<file path="config.mk">
export PLATFORM = sky130hd
export DESIGN_NAME = byte_queue
export DESIGN_NICKNAME = d
export VERILOG_FILES = /design/src/rtl/byte_queue.sv
export SDC_FILE = /design/constraint.sdc
export NUM_CORES = 1
export LEC_CHECK = 0
export BUFFER_PORTS_ARGS = -buffer_cell sky130_fd_sc_hd__buf_4
export CELL_PAD_IN_SITES_DETAIL_PLACEMENT = 2
export CELL_PAD_IN_SITES_GLOBAL_PLACEMENT = 2
export CORE_MARGIN = 4
export CORE_UTILIZATION = 38
export DETAILED_ROUTE_END_ITERATION = 10
export GPL_ROUTABILITY_DRIVEN = 0
export PLACE_DENSITY_LB_ADDON = 0.1
export SYNTH_ARGS = -nofsm -noshare
export SYNTH_HDL_FRONTEND = slang
export SYNTH_SLANG_ARGS = --single-unit
</file>
<file path="constraint.sdc">
create_clock -name clock_100 -period 3.5 [get_ports clock_100]
set_clock_uncertainty 0.2 [all_clocks]
set_input_delay 0.7 -clock clock_100 [delete_from_list [all_inputs] [get_ports clock_100]]
set_output_delay 0.7 -clock clock_100 [all_outputs]
set_load 0.02 [all_outputs]
</file>
<file path="src/rtl/byte_queue.sv">
`default_nettype none
// ============================================================================
// Module   : byte_queue
// Desc     : Byte FIFO fed by a ready/ack capture handshake, registered pop
//            output. Macro BYTE_QUEUE_DROP_EN: acknowledge-and-drop when full,
//            with sticky overflow flag.
// Revision : 1.0
// ============================================================================
module byte_queue #(
    parameter int DEPTH = 8
) (
    input  logic                    clock_100,
    input  logic                    reset,
    input  logic [7:0]              data_in,
    input  logic                    data_ready_in,
    output logic                    ack_out,
    input  logic                    dequeue_in,
    output logic [7:0]              data_out,
    output logic [$clog2(DEPTH):0]  len_out,
    output logic                    empty_out,
    output logic                    full_out,
    output logic                    overflow_out
);
    localparam int AW = $clog2(DEPTH);
    localparam int CW = AW + 1;
    localparam logic [CW-1:0] C_DEPTH = CW'(DEPTH);

    localparam logic [1:0] S_IDLE     = 2'd0;
    localparam logic [1:0] S_ACK      = 2'd1;
    localparam logic [1:0] S_WAIT_LOW = 2'd2;

`ifdef BYTE_QUEUE_DROP_EN
    localparam bit C_DROP_EN = 1'b1;
`else
    localparam bit C_DROP_EN = 1'b0;
`endif

    logic [1:0]    state_q, state_d;
    logic [AW-1:0] wr_ptr_q, wr_ptr_d;
    logic [AW-1:0] rd_ptr_q, rd_ptr_d;
    logic [CW-1:0] count_q, count_d;
    logic [7:0]    data_out_q, data_out_d;
    logic [7:0]    mem_q [DEPTH];
    logic          w_push;
    logic          w_pop;

    assign empty_out = (count_q == '0);
    assign full_out  = (count_q == C_DEPTH);
    assign len_out   = count_q;
    assign data_out  = data_out_q;
    assign w_pop     = dequeue_in && !empty_out;

    always_ff @(posedge clock_100 or posedge reset) begin
        if (reset) begin
            state_q <= S_IDLE;
        end else begin
            state_q <= state_d;
        end
    end

    always_comb begin
        state_d = state_q;
        case (state_q)
            S_IDLE:     if (data_ready_in && (!full_out || C_DROP_EN)) state_d = S_ACK;
            S_ACK:      state_d = S_WAIT_LOW;
            // Upstream must drop ready before another byte can be taken.
            S_WAIT_LOW: if (!data_ready_in) state_d = S_IDLE;
            default:    state_d = S_IDLE;
        endcase
    end

    always_comb begin
        ack_out = (state_q == S_ACK);
        w_push  = (state_q == S_IDLE) && data_ready_in && !full_out;
    end

    always_comb begin
        wr_ptr_d   = wr_ptr_q;
        rd_ptr_d   = rd_ptr_q;
        data_out_d = data_out_q;
        if (w_push) begin
            wr_ptr_d = wr_ptr_q + AW'(1);
        end
        if (w_pop) begin
            rd_ptr_d   = rd_ptr_q + AW'(1);
            data_out_d = mem_q[rd_ptr_q];
        end
        count_d = count_q + CW'(w_push) - CW'(w_pop);
    end

    always_ff @(posedge clock_100 or posedge reset) begin
        if (reset) begin
            wr_ptr_q   <= '0;
            rd_ptr_q   <= '0;
            count_q    <= '0;
            data_out_q <= 8'h00;
        end else begin
            wr_ptr_q   <= wr_ptr_d;
            rd_ptr_q   <= rd_ptr_d;
            count_q    <= count_d;
            data_out_q <= data_out_d;
        end
    end

    // Storage is left unreset; entries are only read after being written.
    always_ff @(posedge clock_100) begin
        if (w_push) begin
            mem_q[wr_ptr_q] <= data_in;
        end
    end

`ifdef BYTE_QUEUE_DROP_EN
    logic overflow_q;

    always_ff @(posedge clock_100 or posedge reset) begin
        if (reset) begin
            overflow_q <= 1'b0;
        end else if ((state_q == S_IDLE) && data_ready_in && full_out) begin
            overflow_q <= 1'b1;
        end
    end

    assign overflow_out = overflow_q;
`else
    assign overflow_out = 1'b0;
`endif

endmodule
`default_nettype wire

</file>
Word-level counts from Yosys, hierarchy flattened. Memories as Yosys holds them, arrays and structs flattened. A register that Yosys moved wholly into a read port is not among the register bits. Index checks and enable logic that the tools add are counted. Widths: inputs -> output; s select.

$add $sub $neg: 4. Equality and inequality tests: 5. Muxes and demuxes: 5. Reduce and logical (&&, ||, !) cells: 9.

Operator list (count): $add 3x1->3 const B (2); $pmux 2 s3 (1); $add 4x1->4 (1); $eq 4x4->1 const B (1); $logic_and 1x1->1 (4); $logic_not 4->1 (1); $mux 2 (2); $ne 2x2->1 const B (2); $sub 4x1->4 (1); $eq 2x1->1 const B (1); $eq 2x2->1 const B (1); $logic_not 1->1 (2); $logic_not 2->1 (1); $mux 1 (2); $reduce_and 2->1 (1).

Flip-flop bits (word level): 12. RAM bits: 64. Input bits: 12. Output and inout bits: 16. Word-level logic and storage cells: 28. Memories kept: 1.

Memory list: mem_q (depth 8, bits a word 8, read ports 1, clocked after Yosys merged registers in 1, write ports 1, RTL line 43) `logic [7:0] mem_q [DEPTH];`.

Logic depth before layout (Yosys ltp).
Word-level depth: 5. Gate-level depth with buffers: 12. Mapped depth without buffers: 11.

Least setup slack after synthesis. OpenSTA, ideal clock, no wires.

Path kind: register to register. Start point: reg count_q[2], in the netlist len_out[2]. End point: reg count_q[2], in the netlist len_out[2]. Library setup time: 0.123 ns. Arrival time: 2.236 ns. Data required time: 3.177 ns. Slack: 0.942 ns. Stages on the path, launching flop included: 13. Buffers on the path: 1. Clock period less this slack: 2.558 ns. Path through: dfrtp_1 > inv_1 > ha_1 > nor3b_1 > nand2b_1 > buf_4 > inv_1 > ha_1 > inv_1 > ha_1 > inv_1 > fa_1 > xnor2_1.

Elaborated cells between the ends (all ways): 8. Those cells by class: add/sub: 2; eq/ne: 1; reduce/logical: 5.

RTL lines: start, declared (RTL line 41) `logic [CW-1:0] count_q, count_d;`; start signal, assigned (RTL line 100) `count_q <= count_d;`; $logic_not 4->1 (RTL line 47) `assign empty_out = (count_q == '0);`; $logic_not 1->1 (RTL line 51) `assign w_pop = dequeue_in && !empty_out;`; $logic_and 1x1->1 (RTL line 51); net w_pop (RTL line 45) `logic w_pop;`; $sub 4x1->4 (RTL line 88) `count_d = count_q + CW'(w_push) - CW'(w_pop);`; net count_d[2] (RTL line 41).

The timed path passes the listed nets, and every way through them passes these cells. A chain may end at the register's enable or synchronous reset.

Final worst setup path.
Start point: reg count_q[2], in the netlist len_out[2]. End point: reg count_q[2], in the netlist len_out[2].

Word-level cells in the longest chain between the ends: 5. Elaborated cells between the ends (all ways): 8. Those cells by class: add/sub: 2; eq/ne: 1; reduce/logical: 5.

Ends and longest elaborated chain: $eq 4x4->1 (RTL line 48) `assign full_out = (count_q == C_DEPTH);`; $logic_not 1->1 (RTL line 74) `w_push = (state_q == S_IDLE) && data_ready_in && !full_out;`; $logic_and 1x1->1 (RTL line 74); $add 4x1->4 (RTL line 88); $sub 4x1->4 * (RTL line 88); net count_d[2] (RTL line 41).

The timed path passes the listed nets; every way through them passes the cells marked *.

==> impl_metrics.prom <==
# TYPE chip_impl_metric gauge
chip_impl_info{name="timing.critical_path.to_type",value="flop"} 1
chip_impl_metric{name="cts_buffer_depth",unit=""} 2
chip_impl_metric{name="ys_async_sr_fraction",unit="%"} 23.8
chip_impl_metric{name="power.static_leakage",unit="nW"} 1.55
chip_impl_metric{name="core_area",unit="µm²"} 8890
chip_impl_info{name="synth.top_cells.by_area",value="edfxtp_1 54%, dfrtp_1 14%, mux2_2 5.4%"} 1
chip_impl_metric{name="post_route_cells_drive_above_1_share",unit="%"} 31.7
chip_impl_info{name="post-synth-top-area-cell",value="edfxtp_1"} 1
chip_impl_metric{name="globalRoute.totalOverflow",unit=""} 0
chip_impl_metric{name="power_per_cell_area",unit="nW/µm²"} 831
chip_impl_metric{name="post_cts.resized_instances",unit=""} 0
chip_impl_metric{name="initial_antenna_violation_count",unit=""} 0
chip_impl_metric{name="final_nets",unit=""} 275
chip_impl_info{name="cts_root_buffer",value="clkbuf_8"} 1
chip_impl_metric{name="grt_start_max_net_pins",unit=""} 35
chip_impl_metric{name="die-width",unit="µm"} 104
chip_impl_info{name="min-delay-path-class",value="input pin to asynchronous set/reset pin"} 1
chip_impl_metric{name="drv.max_cap_violation_count",unit=""} 0
chip_impl_metric{name="die_area",unit="µm²"} 10900
chip_impl_metric{name="floorplan.initialDensity",unit="%"} 39.7
chip_impl_metric{name="global_route_usage_sum",unit="%"} 15.0
chip_impl_info{name="grt_setup_unrepaired",value="false"} 1
chip_impl_metric{name="synth_largest_type_area_fraction",unit="%"} 54.5
chip_impl_info{name="tritoncts",value="done"} 1
chip_impl_metric{name="drt-total-wl",unit="mm"} 7.70
chip_impl_metric{name="first_global_vias",unit=""} 2102
chip_impl_info{name="synth_most_common_cell",value="edfxtp_1"} 1
chip_impl_metric{name="route.antenna.remaining_nets",unit=""} 0
chip_impl_metric{name="drtIter0Drc",unit=""} 80
chip_impl_metric{name="nFillCells",unit=""} 859
chip_impl_metric{name="syn-cell-area",unit="µm²"} 3530
chip_impl_metric{name="ctsHtreeMaxLevel",unit=""} 3
chip_impl_info{name="run_status",value="complete, no violations"} 1
chip_impl_metric{name="worst_slew_pin_slew",unit="ns"} 0.823
chip_impl_metric{name="std_cell_rows",unit=""} 34
chip_impl_metric{name="grt_first_pass_wirelength",unit="mm"} 12.2
chip_impl_metric{name="buffer_ports.inserted",unit=""} 26
chip_impl_metric{name="multi_input_area",unit="µm²"} 973
chip_impl_metric{name="power",unit="mW"} 3.37
chip_impl_metric{name="fp.dieH",unit="µm"} 104
chip_impl_metric{name="worst-path-max-fanout",unit=""} 8
chip_impl_metric{name="final_critical_delay_including_setup_and_external_delays",unit="ns"} 2.63
chip_impl_metric{name="timing.hold.ws",unit="ns"} 0.302
chip_impl_metric{name="wl_per_cell",unit="µm"} 21.0
chip_impl_metric{name="edff_count_synth",unit=""} 64
chip_impl_metric{name="clk_latency",unit="ns"} 0.35
chip_impl_metric{name="finalMaxSlewViolations",unit=""} 0
chip_impl_metric{name="num_vias",unit=""} 1939
chip_impl_metric{name="timing.critical_path.required",unit="ns"} 3.56
chip_impl_metric{name="ff_latch_area",unit="µm²"} 2420
chip_impl_metric{name="place.detailed.hpwl",unit="mm"} 5.29
chip_impl_metric{name="synthesis.yosys.warnings",unit=""} 0
chip_impl_info{name="primary_flip_flop_cell_chosen_by_synthesis_mapping",value="edfxtp_1"} 1
chip_impl_metric{name="synth_sequential_area_ratio",unit="%"} 68.7
chip_impl_metric{name="totalNegativeSetupSlack",unit="ns"} 0
chip_impl_metric{name="timing.critical_path.arrival",unit="ns"} 2.69
chip_impl_metric{name="synthesis.instances",unit=""} 215
chip_impl_metric{name="yosys_register_bits",unit=""} 84
chip_impl_metric{name="cts_sinks",unit=""} 84
chip_impl_info{name="most_instantiated_cells_after_synthesis",value="64 x edfxtp_1, 20 x dfrtp_1, 17 x mux2_2"} 1
chip_impl_metric{name="cts_inserted_buffers",unit=""} 9
chip_impl_metric{name="count_of_hold_fix_buffers_inserted_at_cts",unit=""} 0
chip_impl_metric{name="fin_crit_sh",unit="%"} 75.2
chip_impl_info{name="crit_path_kind",value="flop to flop"} 1
chip_impl_metric{name="hold_violations",unit=""} 0
chip_impl_metric{name="synth.avg_cell_area",unit="µm²"} 16.4
chip_impl_metric{name="irDropWorstVdd",unit="mV"} 0.343
chip_impl_metric{name="synthesis.nets",unit=""} 236
chip_impl_metric{name="io-pin-count",unit=""} 28
chip_impl_metric{name="via_per_inst",unit=""} 5.28
chip_impl_metric{name="worst_setup_hold_path_clk_slew",unit="ns"} 0.10
chip_impl_info{name="critPathLaunchType",value="flop"} 1
chip_impl_metric{name="synthDistinctLibCells",unit=""} 35
chip_impl_metric{name="setup_viol",unit=""} 0
chip_impl_metric{name="insertedDiodeCount",unit=""} 0
chip_impl_metric{name="maxSlewHeadroom",unit="%"} 45.0
chip_impl_metric{name="post-cts-setup-buffer-count",unit=""} 0
chip_impl_metric{name="drtPass1Iterations",unit=""} 4
chip_impl_metric{name="fmax",unit="GHz"} 0.380
chip_impl_metric{name="synthToLayoutAreaGrowth",unit="%"} 15.1
chip_impl_metric{name="drcViolationCount",unit=""} 0
layer usage:
layer	vias to the layer above	share of wire [%]	global-route usage (%)
li1	889	-	-
met1	997	46	20.1
met2	44	48	23.9
met3	9	4.4	3.23
met4	0	1.5	5.89
met5	-	0	0
critical path: stages, from the launching register on:
cell	delay, ns
dfrtp_1	0.39
inv_1	0.11
ha_1	0.16
or3b_4	0.41
nand2_2	0.18
ha_1	0.26
inv_1	0.05
ha_1	0.16
inv_1	0.06
fa_1	0.37
xnor2_1	0.20
final cells by class:
type / instances / area share, %
clock inverters: 6 / 1.73
multi-input cells: 110 / 24.0
well taps: 108 / 3.33
repair buffers: 37 / 6.84
inverters: 12 / 1.11
clock buffers: 10 / 3.39
flip-flops and latches: 84 / 59.6
cells by family after synthesis:
| group | synth area share (%) |
|---|---|
| AOI/OAI and AO/OA | 7.73 |
| xor gates and xnor gates | 1.49 |
| adders and majority gates | 3.40 |
| buffers and inverters | 3.94 |
| DFF | 68.7 |
| muxes | 10.3 |
| other | 0.106 |
| and+or+nand+nor | 4.40 |
report_power, final:
part,internal [mW],switching [mW]
clock network,0.354,0.356
logic,0.544,0.705
registers,1.28,0.136
total,2.18,1.20
worst paths after layout:
path | start | to | slack (ns) | cells past startpoint
setup / recovery | len_out[2] | len_out[2] | 0.87 | 10
hold / removal | reset | data_out[3] | 0.30 | 2
setup reg to reg | len_out[2] | len_out[2] | 0.87 | 10
hold reg to reg | data_out[3] | data_out[3] | 0.34 | 2
max in group asynchronous | reset | data_out[5] | 2.27 | 2
min in group clock_100 | data_out[3] | data_out[3] | 0.34 | 2
through the flow:
step           std cells  area (µm²)  util, %  setup WS [ns]
4_1_cts              367        4060     45.7          0.844
3_5_place_dp         351        3850     43.3          0.820
3_3_place_gp         351        3850     43.3          0.921
5_1_grt              367        4060     45.7          0.602
2_1_floorplan        215        3530        -          0.942
6_report             367        4060     45.7          0.869
sequential cells by signal (all words and copies together), names as in the netlist:
signal and cells:
data_out 8, mem_q 64, rd_ptr_q 3, wr_ptr_q 3, len_out 4, state_q 2
cells in the final DEF (no fill, tap or decap), drive strengths merged:
cell type,n
a21o,1
a21oi,1
a22o,8
buf,37
bufinv,1
clkbuf,10
clkinvlp,3
conb,1
dfrtp,20
edfxtp,64
fa,1
ha,8
inv,14
mux2,18
mux2i,16
nand2,3
nand2b,5
nand3,2
nand3b,2
nor2,4
nor2b,2
nor3,4
nor3b,2
nor4,1
o21ai,8
o22ai,8
o31ai,8
or3b,1
xnor2,5
xor2,1
Power figures use the tool's default switching activity.
